`src/rtl/wb_trace_uart.sv`:
```
// wb_trace_uart: captures changes of the integer writeback value into a FIFO
// and streams each entry out of a UART TX pin (8N1) as an ASCII hex line.
// Optional build macro WB_TRACE_FLAGS_EN: entries also carry fp_flags, and each
// line gets a space plus two hex digits of {3'b0, fp_flags} before CR/LF.
module wb_trace_uart #(
    parameter int CLK_HZ     = 100000000,
    parameter int BAUD       = 115200,
    parameter int FIFO_DEPTH = 16
) (
    input  logic                          clk,
    input  logic                          reset_n,
    input  logic [31:0]                   wb_data,
    input  logic [4:0]                    fp_flags,
    input  logic                          capture_en,
    output logic                          uart_tx,
    output logic                          busy,
    output logic                          fifo_full,
    output logic [$clog2(FIFO_DEPTH):0]   fifo_level,
    output logic [7:0]                    overflow_cnt
);

    localparam int DIV = CLK_HZ / BAUD;
    localparam int AW  = $clog2(FIFO_DEPTH);
    localparam int LW  = AW + 1;
    localparam int CW  = $clog2(DIV);

`ifdef WB_TRACE_FLAGS_EN
    localparam int EW  = 37;
    localparam int NCH = 13;
    logic [EW-1:0] cap_word;
    logic [4:0]    flags_q;
    assign cap_word = {fp_flags, wb_data};
`else
    localparam int EW  = 32;
    localparam int NCH = 10;
    logic [EW-1:0] cap_word;
    logic          unused_flags;
    assign cap_word     = wb_data;
    assign unused_flags = ^fp_flags;
`endif

    localparam logic [2:0] S_IDLE  = 3'd0;
    localparam logic [2:0] S_LOAD  = 3'd1;
    localparam logic [2:0] S_START = 3'd2;
    localparam logic [2:0] S_DATA  = 3'd3;
    localparam logic [2:0] S_STOP  = 3'd4;

    logic [EW-1:0] mem [FIFO_DEPTH];
    logic [EW-1:0] last_cap;
    logic [AW-1:0] wr_ptr, rd_ptr;
    logic [LW-1:0] level_nxt;
    logic          push_req, push_ok, pop;

    logic [2:0]    state;
    logic [CW-1:0] cnt;
    logic [2:0]    bit_idx;
    logic [3:0]    char_idx;
    logic [7:0]    tx_char, next_char;
    logic [31:0]   data_sh;
    logic          bit_end;

    function automatic logic [7:0] hex_ascii(input logic [3:0] n);
        return (n < 4'd10) ? {4'h3, n} : (8'h37 + {4'h0, n});
    endfunction

    // Full is the registered flag, so a push seen while full is dropped even
    // if the engine pops in the same cycle.
    assign push_req = capture_en && (cap_word != last_cap);
    assign push_ok  = push_req && !fifo_full;
    assign pop      = (state == S_IDLE) && (fifo_level != '0);
    assign bit_end  = (cnt == CW'(DIV - 1));

    // Occupancy after this edge
    always_comb begin
        level_nxt = fifo_level;
        if (push_ok && !pop)
            level_nxt = fifo_level + LW'(1);
        else if (!push_ok && pop)
            level_nxt = fifo_level - LW'(1);
    end

    // Capture bookkeeping: pointers, level, full flag, drop counter
    always_ff @(posedge clk or negedge reset_n) begin
        if (!reset_n) begin
            last_cap     <= '0;
            wr_ptr       <= '0;
            rd_ptr       <= '0;
            fifo_level   <= '0;
            fifo_full    <= 1'b0;
            overflow_cnt <= 8'd0;
        end else begin
            if (push_req) last_cap <= cap_word;
            if (push_ok)  wr_ptr   <= wr_ptr + 1'b1;
            if (pop)      rd_ptr   <= rd_ptr + 1'b1;
            if (push_req && fifo_full && overflow_cnt != 8'hFF)
                overflow_cnt <= overflow_cnt + 8'd1;
            fifo_level <= level_nxt;
            fifo_full  <= (level_nxt == LW'(FIFO_DEPTH));
        end
    end

    // FIFO storage, no reset needed: pointers define validity
    always_ff @(posedge clk) begin
        if (push_ok) mem[wr_ptr] <= cap_word;
    end

    // Character for the current index; hex digits come from the top nibble
    // of a left-shifting copy of the data word.
    always_comb begin
        next_char = 8'h0A;
        if (char_idx < 4'd8)
            next_char = hex_ascii(data_sh[31:28]);
`ifdef WB_TRACE_FLAGS_EN
        else if (char_idx == 4'd8)
            next_char = 8'h20;
        else if (char_idx == 4'd9)
            next_char = hex_ascii({3'b000, flags_q[4]});
        else if (char_idx == 4'd10)
            next_char = hex_ascii(flags_q[3:0]);
        else if (char_idx == 4'd11)
            next_char = 8'h0D;
`else
        else if (char_idx == 4'd8)
            next_char = 8'h0D;
`endif
    end

    // TX engine; uart_tx is registered so it follows the state by one cycle
    always_ff @(posedge clk or negedge reset_n) begin
        if (!reset_n) begin
            state    <= S_IDLE;
            uart_tx  <= 1'b1;
            busy     <= 1'b0;
            cnt      <= '0;
            bit_idx  <= 3'd0;
            char_idx <= 4'd0;
            tx_char  <= 8'h00;
            data_sh  <= 32'h0;
`ifdef WB_TRACE_FLAGS_EN
            flags_q  <= 5'h0;
`endif
        end else begin
            case (state)
                S_IDLE: begin
                    uart_tx <= 1'b1;
                    if (pop) begin
`ifdef WB_TRACE_FLAGS_EN
                        {flags_q, data_sh} <= mem[rd_ptr];
`else
                        data_sh <= mem[rd_ptr];
`endif
                        char_idx <= 4'd0;
                        busy     <= 1'b1;
                        state    <= S_LOAD;
                    end
                end
                S_LOAD: begin
                    uart_tx <= 1'b1;
                    tx_char <= next_char;
                    if (char_idx < 4'd8) data_sh <= data_sh << 4;
                    cnt     <= '0;
                    state   <= S_START;
                end
                S_START: begin
                    uart_tx <= 1'b0;
                    if (bit_end) begin
                        cnt     <= '0;
                        bit_idx <= 3'd0;
                        state   <= S_DATA;
                    end else begin
                        cnt <= cnt + 1'b1;
                    end
                end
                S_DATA: begin
                    uart_tx <= tx_char[bit_idx];
                    if (bit_end) begin
                        cnt <= '0;
                        if (bit_idx == 3'd7) state   <= S_STOP;
                        else                 bit_idx <= bit_idx + 3'd1;
                    end else begin
                        cnt <= cnt + 1'b1;
                    end
                end
                S_STOP: begin
                    uart_tx <= 1'b1;
                    if (bit_end) begin
                        cnt <= '0;
                        if (char_idx == 4'(NCH - 1)) begin
                            busy  <= 1'b0;
                            state <= S_IDLE;
                        end else begin
                            char_idx <= char_idx + 4'd1;
                            state    <= S_LOAD;
                        end
                    end else begin
                        cnt <= cnt + 1'b1;
                    end
                end
                default: begin
                    uart_tx <= 1'b1;
                    state   <= S_IDLE;
                end
            endcase
        end
    end

endmodule
```
`config.mk`:
```
export PLATFORM = sky130hd
export DESIGN_NAME = wb_trace_uart
export DESIGN_NICKNAME = d
export VERILOG_FILES = /design/src/rtl/wb_trace_uart.sv
export SDC_FILE = /design/constraint.sdc
export NUM_CORES = 1
export LEC_CHECK = 0
export CAP_MARGIN = 20
export CORE_MARGIN = 1
export CORE_UTILIZATION = 45
export CTS_CLUSTER_DIAMETER = 120
export CTS_CLUSTER_SIZE = 8
export DETAILED_ROUTE_END_ITERATION = 6
export GPL_ROUTABILITY_DRIVEN = 0
export PLACE_DENSITY_LB_ADDON = 0.1
export SLEW_MARGIN = 20
export SYNTH_ARGS = -nofsm -noshare
export SYNTH_HDL_FRONTEND = slang
export SYNTH_SLANG_ARGS = --single-unit
```
`constraint.sdc`:
```
create_clock -name clk -period 4.7 [get_ports clk]
set_clock_uncertainty 0.15 [all_clocks]
set_input_delay 1.41 -clock clk [delete_from_list [all_inputs] [get_ports clk]]
set_output_delay 1.41 -clock clk [all_outputs]
set_load 0.005 [all_outputs]
```
==> run summary, run 1 <==
- **layout-stage area growth over the synthesis result** 19.5%
- **starting density of the core** 45.5%
- **biggest area contributors in the synthesized netlist** sky130_fd_sc_hd__edfxtp_1 (61%), sky130_fd_sc_hd__mux4_2 (14%), sky130_fd_sc_hd__dfrtp_1 (11%)
- **compound-cell area share of the yosys netlist** 2.44%
- **final core occ** 54.4%
- **cell taking the most area after synthesis** sky130_fd_sc_hd__edfxtp_1
- **most instantiated library cell after synthesis** sky130_fd_sc_hd__edfxtp_1
- **nets@finish** 1496
- **top cells by instance count after synthesis** sky130_fd_sc_hd__edfxtp_1 (512), sky130_fd_sc_hd__mux4_2 (157), sky130_fd_sc_hd__dfrtp_1 (114)
- **Async S/R FF share, synth** 18.3%
- **mux cell area share after synthesis** 17.1%
- **number of enable flip-flop cells after synthesis** 512
- **clock tree from TritonCTS** yes
- **aggregate negative setup slack** 0 ns
- **Post-Place Setup Slack** -0.133 ns
- **number of unique standard cell types used by synthesis** 53
- **number of hold buffers added after cts** 0
- **count of maximum capacitance violations** 0
- **number of routed nets with antenna violations** 0
- **boundary pin count** 56
- **type of origin of the critical path** input pin
- **clock root cell** sky130_fd_sc_hd__clkbuf_16
- **count of TritonRoute iterations in the first routing pass** 4
- **post-route setup slack** 0.462 ns
- **die span in x** 238 microns
- **Setup crit end kind** flip-flop
- **fill cell count** 4324
- **clock network latency to the later pin of the worst-skew pair** 0.62 ns
- **XOR/XNOR share of the synthesized area** 1.89%
- **cell chain of the critical path** clkdlybuf4s50_1 > xnor2_1 > nand4_1 > nor4_2 > buf_4 > a311oi_4 > nand2_1 > buf_4 > nor2_4 > buf_4
- **sequential fraction of the synthesis area** 73.0%
- **buffer depth of the longest clock path** 3
- **clock transition at the registers of the reported paths** 0.05 ns
- **final non-filler cell area** 0.0299 sq mm
- **area of the die** 0.0565 sq mm
- **overall power of the completed layout** 0.0141 W
- **power per standard cell area** 470 mW/mm^2
- **Cell Area, Synth** 0.0250 sq mm
- **arrival time worst endpoint** 4.40 ns
- **number of setup buffers added after CTS** 0
- **Synth Area in Simple Gates** 3.37%
- **post-DR vias/cell** 5.54
- **Tightest Pin Transition** 1.03 ns
- **number of buffers created by CTS** 88
- **remaining global-route overflow** 0
- **global-route usage over all layers** 21.6%
- **detailed placement HPWL** 34100 microns
- **class of the most critical setup path** input pin to flip-flop
- **leakage component of the power** 10.2 nW
- **worst endpoint required time** 4.86 ns
- **number of instances in the synthesized netlist** 1277
- **Buf/Inv on CP** 4
- **count of inserted antenna diode cells** 0
- **detailed router's first-iteration violation count** 996
- **number of flip-flops and latches in the synthesized netlist** 627
- **dominant combinational cell family by area after synthesis** multiplexers
- **largest net degree at the start of global routing** 92
- **count of pins over their slew limit** 0
- **first-pass GRT wire length** 87100 microns
- **worst min-delay path class** flip-flop to flip-flop
- **number of buffers inserted by port buffering** 50
- **Max-slew headroom** 31.2%
- **sinks on the clock net** 627
- **number of gates resized after cts** 0
- **maximum level of the CTS H-tree** 3
- **maximum cell stage delay along the critical path** 0.66 ns
- **vertical die dimension** 238 microns
- **count of unresolved DRC violations after routing** 0
- **total via count in the routed design** 12.5k
- **core box area** 0.0550 sq mm
- **most used flip-flop cell after synthesis** sky130_fd_sc_hd__edfxtp_1
- **worst-path maximum fanout** 15
- **Avg Cell Area, Syn** 19.6 sq um
- **Synth Area in Adders** 0.801%
- **unrepaired setup endpoints after global routing** false
- **worst ir drop on vdd** 300 uV
- **post-placement cell area** 0.0273 sq mm
- **Final setup viols** 0
- **vias in the first global route** 13.0k
- **final hold violation count** 0
- **WL per Instance** 25.9 microns
- **outcome** finished clean
- **standard-cell rows** 86
- **kind of cell adding the most delay to the critical path** buffers and inverters
- **layout cell share with drive strength beyond 1** 24.3%
- **top cell type's share of synthesized area** 61.5%
- **WL final** 58500 microns
- **number of antenna violations at the first check in global routing** 2
- **highest achievable clock rate** 236 MHz
- **most frequent cell on the critical path** sky130_fd_sc_hd__buf_4
- **total of warnings raised by yosys** 0
- **fraction of the cycle the final worst path needs** 90.2%
- **Slowest cell on crit path** sky130_fd_sc_hd__nor2_4
- **minimum clock period** 4.24 ns
- **Net Count, Synth** 1333
[final timing paths]
| kind | from | cells past startpoint | slack, ns | to |
|---|---|---|---|---|
| min | tx_char[3] | 2 | 0.33 | tx_char[3] |
| min reg2reg | tx_char[3] | 2 | 0.33 | tx_char[3] |
| max in group asynchronous | reset_n | 3 | 2.95 | cnt[2] |
| max | wb_data[12] | 10 | 0.46 | mem[5][29] |
| min in group asynchronous | reset_n | 1 | 0.52 | last_cap[25] |
| max reg2reg | last_cap[12] | 9 | 1.50 | mem[5][29] |
[where the power goes]
part | switching (W) | internal, W
Sequential | 0.000210 | 0.00657
Combinational | 0.000818 | 0.000559
Clock | 0.00229 | 0.00360
Total | 0.00332 | 0.0107
[area by class of cell]
type | instances | area [sq um] | share of cell area, %
flip-flops and latches | 627 | 18300 | 61.1
multi-input cells | 571 | 6570 | 22.0
clock buffers | 160 | 2540 | 8.49
repair buffers | 135 | 1490 | 4.97
well taps | 748 | 936 | 3.13
inverters | 17 | 63.8 | 0.213
clock inverters | 4 | 33.8 | 0.113
[through the flow]
step / instances / hold slack [ns]
2_1_floorplan: 1277 / 0.284
3_3_place_gp: 2097 / 0.317
3_5_place_dp: 2097 / 0.318
4_1_cts: 2261 / 0.330
5_1_grt: 2262 / 0.369
6_report: 2262 / 0.325
[sequential cells by signal, indices dropped and copies added, names as in the netlist, 4 cells and up]
name / count
fifo_level: 5
overflow_cnt: 8
char_idx: 4
last_cap: 32
wr_ptr: 4
data_sh: 32
cnt: 10
tx_char: 7
mem: 512
rd_ptr: 4
[cell families after synthesis]
logic type / Yosys count
AO/OA/AOI/OAI: 101
adder cells (fa/ha/maj): 16
buffers and inverters: 79
AND/OR/NAND/NOR: 172
flip-flops: 627
XOR/XNOR: 54
multiplexers: 228
[cells in the final DEF (no fill, tap or decap), types with 5 or more instances in the layout]
| cell | instances |
|---|---|
| sky130_fd_sc_hd__mux2_1 | 33 |
| sky130_fd_sc_hd__o21ai_0 | 10 |
| sky130_fd_sc_hd__xor2_1 | 10 |
| sky130_fd_sc_hd__mux2i_1 | 38 |
| sky130_fd_sc_hd__a21oi_1 | 8 |
| sky130_fd_sc_hd__a22o_1 | 5 |
| sky130_fd_sc_hd__mux4_2 | 157 |
| sky130_fd_sc_hd__ha_1 | 16 |
| sky130_fd_sc_hd__nor4_1 | 5 |
| sky130_fd_sc_hd__clkbuf_1 | 69 |
| sky130_fd_sc_hd__nor2_1 | 15 |
| sky130_fd_sc_hd__o21ai_1 | 53 |
| sky130_fd_sc_hd__nand3_1 | 7 |
| sky130_fd_sc_hd__nand2_1 | 72 |
| sky130_fd_sc_hd__xnor2_1 | 44 |
| sky130_fd_sc_hd__nand2b_1 | 6 |
| sky130_fd_sc_hd__clkbuf_16 | 91 |
| sky130_fd_sc_hd__dfrtp_1 | 110 |
| sky130_fd_sc_hd__clkdlybuf4s50_1 | 49 |
| sky130_fd_sc_hd__buf_4 | 58 |
| sky130_fd_sc_hd__nor2b_1 | 8 |
| sky130_fd_sc_hd__edfxtp_1 | 512 |
| sky130_fd_sc_hd__a211oi_1 | 6 |
| sky130_fd_sc_hd__buf_12 | 26 |
| sky130_fd_sc_hd__inv_1 | 16 |
| sky130_fd_sc_hd__nand4_1 | 16 |
| sky130_fd_sc_hd__nor2_4 | 13 |
[worst register-to-register path: cells and delay by family, from the launching register on]
kind,cells,cell delay (ns)
buf+inv,3,0.66
flops,1,0.38
simple gates,4,1.14
compound gates,1,0.34
xor+xnor,1,0.22
[routing by layer]
| layer | track usage, % | part of all wire [%] | up-vias |
|---|---|---|---|
| met5 | 0 | 0.014 | - |
| met4 | 5.38 | 1.6 | 2 |
| met3 | 4.12 | 4.7 | 75 |
| met2 | 35.7 | 50 | 265 |
| met1 | 29.5 | 44 | 6682 |
| li1 | - | - | 5503 |
(Power assumes the default switching activity.)
==> run 2, diff against run 1 <==
CORE_MARGIN = default   (was 1)
==> results of run 2 <==
Final layout, timing and power as in run 1 (identical DEF).
==> run 3, diff against run 2 <==
CORE_ASPECT_RATIO = 0.6   (was default)
==> run 3 against run 2 <==
Net effect: non-clock buffer count increased by 1; design area decreased by 0.27%; wire length up 3.1%; die area barely moved; global-route usage increased by 0.54 points; maximum frequency is 5.3% higher; worst setup slack improved by 0.21 ns; core utilization rose by 0.33 points; first-iteration DRC count up 34%; critical path type unchanged; largest cell class unchanged; highest routed layer is now met4.
==> run summary, run 3 (synthesized netlist as in run 1, its figures left out) <==
- **type of origin of the critical path** input pin
- **number of buffers created by CTS** 88
- **overall power of the completed layout** 0.0139 W
- **count of inserted antenna diode cells** 0
- **unrepaired setup endpoints after global routing** false
- **total via count in the routed design** 12.8k
- **outcome** finished clean
- **power per standard cell area** 468 mW/mm^2
- **leading registers by flop count** mem x512, data_sh x32, last_cap x32
- **WL final** 60300 microns
- **most common cell after layout, fill and taps aside** sky130_fd_sc_hd__edfxtp_1
- **boundary pin count** 56
- **highest achievable clock rate** 248 MHz
- **max reg flops** 512
- **count of TritonRoute iterations in the first routing pass** 5
- **first-pass GRT wire length** 89000 microns
- **nets@finish** 1497
- **vertical die dimension** 185 microns
- **slack of the worst reg-to-reg path** 1.62 ns
- **Setup crit end kind** flip-flop
- **WL per Instance** 27.1 microns
- **worst ir drop on vdd** 266 uV
- **worst-path maximum fanout** 18
- **remaining global-route overflow** 0
- **count of pins over their slew limit** 0
- **sinks on the clock net** 627
- **number of antenna violations at the first check in global routing** 0
- **clock transition at the registers of the reported paths** 0.05 ns
- **number of gates resized after cts** 0
- **vias in the first global route** 12.8k
- **final non-filler cell area** 0.0298 sq mm
- **worst endpoint required time** 4.80 ns
- **count of unresolved DRC violations after routing** 0
- **core box area** 0.0545 sq mm
- **largest net degree at the start of global routing** 88
- **worst min-delay path class** flip-flop to flip-flop
- **post-DR vias/cell** 5.76
- **area of the die** 0.0565 sq mm
- **number of buffers inserted by port buffering** 50
- **number of hold buffers added after cts** 0
- **Final setup viols** 0
- **class of the most critical setup path** input pin to flip-flop
- **cell total after placement** 2065
- **die span in x** 306 microns
- **detailed router's first-iteration violation count** 1335
- **layout cell share with drive strength beyond 1** 24.3%
- **arrival time worst endpoint** 4.13 ns
- **final hold violation count** 0
- **Tightest Pin Transition** 0.942 ns
- **Max-slew headroom** 37.2%
- **clock tree from TritonCTS** yes
- **most frequent cells in the layout** sky130_fd_sc_hd__edfxtp_1 (512), sky130_fd_sc_hd__mux4_2 (157), sky130_fd_sc_hd__dfrtp_1 (110)
- **layout-stage area growth over the synthesis result** 19.2%
- **number of setup buffers added after CTS** 0
- **leakage component of the power** 10.2 nW
- **aggregate negative setup slack** 0 ns
- **maximum level of the CTS H-tree** 3
- **count of maximum capacitance violations** 0
- **buffer depth of the longest clock path** 3
- **Reg with most FFs** mem
- **post-route insts no fill** 2226
- **starting density of the core** 45.9%
- **number of routed nets with antenna violations** 0
- **clock root cell** sky130_fd_sc_hd__clkbuf_16
- **post-placement cell area** 0.0273 sq mm
- **fill cell count** 4224
- **fraction of the cycle the final worst path needs** 85.7%
- **detailed placement HPWL** 35200 microns
- **minimum clock period** 4.03 ns
- **clock network latency to the later pin of the worst-skew pair** 0.61 ns
- **standard-cell rows** 66
- **global-route usage over all layers** 22.1%
==> run 3: cell types whose count changed in the layout (fill, tap and decap cells not counted), sizes merged <==
cell	change
clkbuf	-4
buf	+1
inv	+1
==> run 3: path summary, 6_finish.rpt <==
| path | start | endpoint | depth (start not counted) |
|---|---|---|---|
| max in group asynchronous | reset_n | data_sh[14] | 2 |
| min | tx_char[3] | tx_char[3] | 2 |
| min reg2reg | tx_char[3] | tx_char[3] | 2 |
| max | wb_data[31] | mem[15][23] | 8 |
| min in group asynchronous | reset_n | data_sh[31] | 1 |
| max reg2reg | rd_ptr[0] | data_sh[17] | 5 |
==> run 3: final cells by class <==
| cell class | count | area, sq um | area share [%] |
|---|---|---|---|
| clock inverters | 5 | 42.5 | 0.143 |
| clock buffers | 156 | 2480 | 8.32 |
| multi-input cells | 571 | 6570 | 22.0 |
| repair buffers | 136 | 1500 | 5.02 |
| inverters | 17 | 63.8 | 0.214 |
| flip-flops and latches | 627 | 18300 | 61.3 |
| well taps | 714 | 893 | 3.00 |
==> run 3: routing by layer <==
layer  wire length [microns]  share of wire (%)  GRT usage (%)
met4                     968                1.6           5.40
met1                   29700                 49           35.4
met3                    3730                6.2           4.46
met5                       0                  0              0
met2                   25900                 43           30.7
==> run 3: critical path, stage by stage <==
cell                              delay, ns
sky130_fd_sc_hd__clkdlybuf4s50_1       0.93
sky130_fd_sc_hd__xnor2_1               0.16
sky130_fd_sc_hd__nand4_1               0.14
sky130_fd_sc_hd__nor4_2                0.08
sky130_fd_sc_hd__a311oi_4              0.40
sky130_fd_sc_hd__nand2_1               0.36
sky130_fd_sc_hd__nor2_4                0.23
sky130_fd_sc_hd__buf_4                 0.38
==> run 3: through the flow <==
stage	utilization, %	setup WS, ns	hold WS [ns]
detailed placement	50.1	0.0860	0.306
global route	54.7	0.506	0.347
global placement	50.1	0.110	0.301
CTS	54.7	0.714	0.316
finish	54.7	0.674	0.314
floorplan	-	0.0947	0.284
==> run 3: power breakdown <==
part	internal [W]	leakage (nW)	switching [W]
clock network	0.00353	1.19	0.00225
registers	0.00657	5.99	0.000213
logic	0.000543	2.99	0.000832
